===== config.mk =====
export PLATFORM = sky130hd
export DESIGN_NAME = ycbcr_pipe_ctrl
export DESIGN_NICKNAME = d
export VERILOG_FILES = /design/src/rtl/ycbcr_pipe_ctrl.sv
export SDC_FILE = /design/constraint.sdc
export NUM_CORES = 1
export LEC_CHECK = 0
export BUFFER_PORTS_ARGS = -buffer_cell sky130_fd_sc_hd__buf_2
export CORE_ASPECT_RATIO = 0.6
export CORE_UTILIZATION = 42
export DETAILED_ROUTE_END_ITERATION = 6
export GPL_ROUTABILITY_DRIVEN = 0
export HOLD_SLACK_MARGIN = 0.02
export PLACE_DENSITY_LB_ADDON = 0.3
export SLEW_MARGIN = 20
export SYNTH_ARGS = -nofsm -noshare
export SYNTH_HDL_FRONTEND = slang
export SYNTH_SLANG_ARGS = --single-unit

===== constraint.sdc =====
create_clock -name clk -period 1.55 [get_ports clk]
set_input_delay 0.465 -clock clk [delete_from_list [all_inputs] [get_ports clk]]
set_output_delay 0.465 -clock clk [all_outputs]
set_load 0.01 [all_outputs]

===== src/rtl/ycbcr_pipe_ctrl.sv =====
// Flow controller for the ce-enabled YCbCr conversion pipeline: valid tracking, back-pressure, flush.
// Define YCBCR_PIPE_CTRL_SKID_EN to add a registered 2-entry output buffer that decouples m_ready from ce.
module ycbcr_pipe_ctrl #(
  parameter int unsigned LATENCY = 8,
  parameter int unsigned N       = 24
) (
  input  logic         clk,
  input  logic         rst_n,
  input  logic         s_valid,
  output logic         s_ready,
  output logic         ce,
  input  logic [N-1:0] pipe_data,
  output logic         m_valid,
  output logic [N-1:0] m_data,
  input  logic         m_ready,
  input  logic         flush,
  output logic         flush_done,
  output logic         busy
);

  localparam int unsigned CW = $clog2(LATENCY + 3);

  typedef enum logic [1:0] {IDLE, RUN, FLUSH} state_t;

  state_t             state, state_nxt;
  logic [LATENCY-1:0] vld;
  logic [CW-1:0]      cnt, cnt_nxt;
  logic               flush_done_nxt;
  logic               src_acc, snk_acc;

  assign s_ready = ce && (state != FLUSH);
  assign src_acc = s_valid && s_ready;
  assign snk_acc = m_valid && m_ready;
  assign busy    = (cnt != '0);

  // Valid flags travel alongside the datapath and freeze with it.
  always_ff @(posedge clk or negedge rst_n) begin
    if (!rst_n) begin
      vld <= '0;
    end else if (ce) begin
      vld[0] <= src_acc;
      for (int k = 1; k < int'(LATENCY); k++) begin
        vld[k] <= vld[k-1];
      end
    end
  end

`ifdef YCBCR_PIPE_CTRL_SKID_EN
  logic         out_valid, skid_valid;
  logic [N-1:0] out_data, skid_data;
  logic         ingress;

  // ce depends only on the skid flag, so no combinational m_ready path reaches the pipe.
  assign ce      = !skid_valid;
  assign ingress = ce && vld[LATENCY-1];
  assign m_valid = out_valid;
  assign m_data  = out_data;

  always_ff @(posedge clk or negedge rst_n) begin
    if (!rst_n) begin
      out_valid  <= 1'b0;
      out_data   <= '0;
      skid_valid <= 1'b0;
      skid_data  <= '0;
    end else if (!out_valid || m_ready) begin
      if (skid_valid) begin
        out_valid  <= 1'b1;
        out_data   <= skid_data;
        skid_valid <= 1'b0;
      end else begin
        out_valid <= ingress;
        if (ingress) begin
          out_data <= pipe_data;
        end
      end
    end else if (ingress) begin
      skid_valid <= 1'b1;
      skid_data  <= pipe_data;
    end
  end
`else
  assign ce      = !vld[LATENCY-1] || m_ready;
  assign m_valid = vld[LATENCY-1];
  assign m_data  = pipe_data;
`endif

  // Pixels held anywhere between source accept and sink accept.
  always_comb begin
    cnt_nxt = cnt;
    if (src_acc && !snk_acc) begin
      cnt_nxt = cnt + CW'(1);
    end else if (!src_acc && snk_acc) begin
      cnt_nxt = cnt - CW'(1);
    end
  end

  always_comb begin
    state_nxt      = state;
    flush_done_nxt = 1'b0;
    unique case (state)
      IDLE: begin
        if (flush) begin
          state_nxt = FLUSH;
        end else if (src_acc) begin
          state_nxt = RUN;
        end
      end
      RUN: begin
        if (flush) begin
          state_nxt = FLUSH;
        end else if (cnt_nxt == '0) begin
          state_nxt = IDLE;
        end
      end
      FLUSH: begin
        if (cnt == '0) begin
          state_nxt      = IDLE;
          flush_done_nxt = 1'b1;
        end
      end
      default: state_nxt = IDLE;
    endcase
  end

  always_ff @(posedge clk or negedge rst_n) begin
    if (!rst_n) begin
      state      <= IDLE;
      cnt        <= '0;
      flush_done <= 1'b0;
    end else begin
      state      <= state_nxt;
      cnt        <= cnt_nxt;
      flush_done <= flush_done_nxt;
    end
  end

endmodule


## After elaboration in Yosys (flattened, before gate mapping)

Cells that the tools add are included.

- Register bits: 15
- Latch bits: 0
- RAM bits: 0
- Memory bits (read-only): 0
- Output and inout bits: 29
- Memories: 0

- Add/sub/neg operators: 2
- $mul: 0
- Div/mod/pow operators: 0
- Order comparisons: 0
- Equality and inequality tests: 6
- Shifts and indexed selects: 0
- Mux-type cells: 10
- Bitwise operators: 0
- Reductions and logical operators: 14

Operator list:

| operator | count |
|---|---|
| $mux W2 | 5 |
| $logic_not A4 Y1 | 2 |
| $mux W4 | 2 |
| $ne A3 B3 Y1 const B | 2 |
| $pmux W2 S3 | 1 |
| $logic_and A1 B1 Y1 | 5 |
| $add A4 B1 Y4 const B | 1 |
| $ne A2 B2 Y1 const B | 2 |
| $reduce_bool A4 Y1 | 1 |
| $sub A4 B1 Y4 const B | 1 |
| $logic_not A1 Y1 | 3 |
| $reduce_and A3 Y1 | 1 |
| $eq A2 B1 Y1 const B | 1 |
| $eq A2 B2 Y1 const B | 1 |
| $logic_not A2 Y1 | 1 |
| $mux W1 | 2 |
| $logic_or A1 B1 Y1 | 1 |

## Depth between registers and ports, before layout

- Depth in word-level cells: 12
- Gate-level depth with buffers: 6
- Gate-level depth less buffers: 5

## Least setup slack after synthesis

No wires, ideal clock.

- Kind: register -> register
- From: reg state[0]
- To: reg state[0]
- Setup time: 0.124 ns
- Data arrival time: 1.326 ns
- Setup slack: 0.100 ns
- Stages on the path, launching flop included: 6
- Buffers on the path: 0
- Period minus slack after synthesis: 1.450 ns
- Path through: dfrtp_1 -> and2b_4 -> nor3_2 -> a211oi_1 -> o221ai_1 -> o31a_1

- Word-level cells in the longest chain between the ends: 10
- Elaborated cells between the ends (all ways): 17
- Classes of those cells: 6 x eq/ne; 3 x mux; 8 x reduce/logical

Ends and longest elaborated chain:

| item | RTL line | text |
|---|---|---|
| start: declaration | 25 | `state_t state, state_nxt;` |
| start signal: assignment | 131 | `state <= state_nxt;` |
| $ne A2 B2 Y1 | 31 | `assign s_ready = ce && (state != FLUSH);` |
| $logic_and A1 B1 Y1 | 31 |  |
| $logic_and A1 B1 Y1 | 32 | `assign src_acc = s_valid && s_ready;` |
| $logic_not A1 Y1 | 92 | `end else if (!src_acc && snk_acc) begin` |
| $logic_and A1 B1 Y1 | 92 |  |
| $mux W4 | 92 |  |
| $mux W4 | 90 | `if (src_acc && !snk_acc) begin` |
| $logic_not A4 Y1 | 111 | `end else if (cnt_nxt == '0) begin` |
| $ne A3 B3 Y1 (no source line) | - |  |
| $reduce_and A3 Y1 (no source line) | - |  |

Parallel ways exist; a longest one is shown, timed or not.
A chain may end at the register's enable or synchronous reset.

## Worst setup path in the final report

- From: reg state[0]
- To: out s_ready

- Word-level cells in the longest chain between the ends: 2

Ends and longest elaborated chain:

| item | RTL line | text |
|---|---|---|
| $ne A2 B2 Y1 | 31 |  |
| $logic_and A1 B1 Y1 | 31 |  |
| end: declaration | 10 | `output logic s_ready,` |

No other way between the ends.

==> reports/summary.txt <==
final worst-path setup slack: -0.0587 ns
Worst Reg-to-Reg Cells: 5
Layout area overhead: 8.04%
RSZ-0062 raised after global routing: yes
Startpoint Class: flop
final core occ: 50.8%
Final Cycle Share: 104%
min cycle time layout: 1.61 ns
top cells by area, synth: dfrtp_1, buf_4, nand2_1
status: complete, but fails checks
HPWL after DPL: 1110 microns
setup TNS: -0.0822 ns
Post-DRT Antenna Nets: 0
initial core utilization: 47.1%
TritonCTS clock tree: done
Tot GR Track Use: 14.5%
post-synth top area share: 40.9%
Synth top cells by count: buf_4, nand2_1, dfrtp_1
CTS HTree Levels: 1
total gr overflow: 0
synthesized area: 918 sq um
WP data required: 1.08 ns
# clock sinks: 15
Critical Path AT: 1.14 ns
Syn Area/Cell: 9.09 sq um
sw frac: 39.6%
maxcap violations: 0
Cell Count Post-Placement: 116
post-layout net count: 131
number of synthesized flops with an enable pin: 0
Iter 0 DRT Violations: 15
register share of total power: 37.1%
Hold Fails Final Rpt: 0
pre-CTS WS: -0.0345 ns
CTS clk-pin slew, worst paths: 0.09 ns
Worst Path Max Fanout: 5
placed instance area: 836 sq um
Worst VDD drop: 807 uV
Final Max Tran Viols: 0
relative slew slack: 77.6%
Leak: 0.486 nW
core area: 0.00195 sq mm
initial antenna violation count: 0
Avg WL per Cell: 12.6 microns
largest net degree at the start of global routing: 16
vias in the first global route: 555
cell count after synthesis: 101
first-pass GRT wire length: 2490 microns
asr flop ratio synth: 100%
fmax: 622 MHz
die area: 0.00238 sq mm
Cell variety after synth: 30
Post-Layout Cell Count: 126
Hold-fix buffers, CTS: 0
CP Capture Type: output port
Post-Route WL: 1590 microns
power density over the cells: 1870 mW/mm^2
net count after synthesis: 133
Setup violations, final: 2
most common cell in the netlist: buf_4
Root Driver: clkbuf_4
total number of vias: 618
Synth Warn #: 0
# port buffers: 9
hold crit path type: primary input to async pin
Register Area: 378 sq um
deepest clock path buffer count: 2
Top FF cell, synth: dfrtp_1
worst-case register-to-register setup slack: -0.02 ns
Worst Tran Pin Value: 0.336 ns
multi-input logic area: 412 sq um
Crit. Startpoint: state[0]$_DFFE_PN0P_
share of cells above drive strength 1: 43.9%
Die Wd: 62.4 microns
number of top-level pins: 58
diodes inserted: 0
Core Rows: 12
Via density: 4.90
sequential area share after synthesis: 40.9%
worst setup path endpoint: s_ready
post-synthesis register bit count: 15
R2R Path End: state[0]$_DFFE_PN0P_
P_sw: 734 uW
P_int: 1.12 mW
final instance area: 992 sq um
Final Power: 1.86 mW
clk_lat worst skew: 0.28 ns
Crit Path Class: flop to output port
clock share of power: 11.7%
drt pass-1 iters: 4
DRC viols: 0
Die Height: 38.2 microns
failing checks: negative setup slack
CTS Buf Count: 3
Min Hold Slack: 0.0662 ns
combinational power share: 51.2%
Synth area leader: dfrtp_1
R2R Path Start: state[0]$_DFFE_PN0P_
Final Skew: 0.00714 ns
filler instances: 181
power groups by stage:
stage / combinational [mW] / clock (mW) / sequential, mW
global placement: 0.643 / 0 / 0.698
finish: 0.950 / 0.216 / 0.689
detailed placement: 0.650 / 0 / 0.699
CTS: 0.819 / 0.224 / 0.673
global route: 1.04 / 0.250 / 0.713
floorplan: 0.539 / 0 / 0.676
state kept, by name, indices dropped and copies added, names as in the netlist:
signal / count
flush_done: 1
vld: 8
cnt: 4
state: 2
worst min path at each step:
| stage | end | cells past startpoint | from | slack, ns |
|---|---|---|---|---|
| after global placement | vld[5]$_DFFE_PN0P_ | 1 | rst_n | 0.38 |
| final | vld[5]$_DFFE_PN0P_ | 1 | rst_n | 0.07 |
| after global routing | vld[5]$_DFFE_PN0P_ | 1 | rst_n | 0.06 |
| after detailed placement | vld[5]$_DFFE_PN0P_ | 1 | rst_n | 0.39 |
| after CTS | vld[5]$_DFFE_PN0P_ | 1 | rst_n | 0.07 |
| after floorplan | cnt[0]$_DFF_PN0_ | 0 | rst_n | 0.17 |
final cells by class:
type	count	share of cell area, %
Multi-Input combinational cell	57	41.5
Sequential cell	15	38.1
Timing Repair Buffer	18	12.6
Tap cell	28	3.53
Clock buffer	3	2.27
Inverter	4	1.51
Clock inverter	1	0.504
layout by cell type (no fill, tap or decap), types with 3 or more instances in the layout:
cell type  count
clkbuf_4       3
buf_4          9
nor2_1         4
nand2_1       22
nor3_2         3
dfrtp_1       13
inv_2          3
buf_2          7
logic make-up (layout without fill, tap and decap cells):
logic type,after synthesis,after routing,share of synthesized area (%)
flip-flops,15,15,40.9
multiplexers,1,1,1.09
AO/OA/AOI/OAI,11,11,10.2
adder cells (fa/ha/maj),3,3,4.09
buffers and inverters,29,26,21.8
XOR/XNOR,1,1,0.954
AND/OR/NAND/NOR,41,41,21.0
per-layer routing:
layer	share of wire, %	global-route usage, %	vias to the layer above	wire, microns
met4	3.9	8.14	0	62
met3	7.6	7.14	16	121
met1	47	17.8	282	745
met2	42	20.9	23	663
met5	0	0	-	0
li1	-	-	297	-
worst max-delay path, cell delays in order (launching register included):
cell	delay, ns
dfrtp_1	0.41
and2b_4	0.29
nor2_1	0.04
buf_2	0.13
what timing repair did:
item,4_1_cts,5_1_grt
endpoints found under the setup margin,4,4
gates resized for setup,8,11
pin swaps,2,3
setup buffers,4,2
No activity file was read; power rests on OpenSTA's default activity.
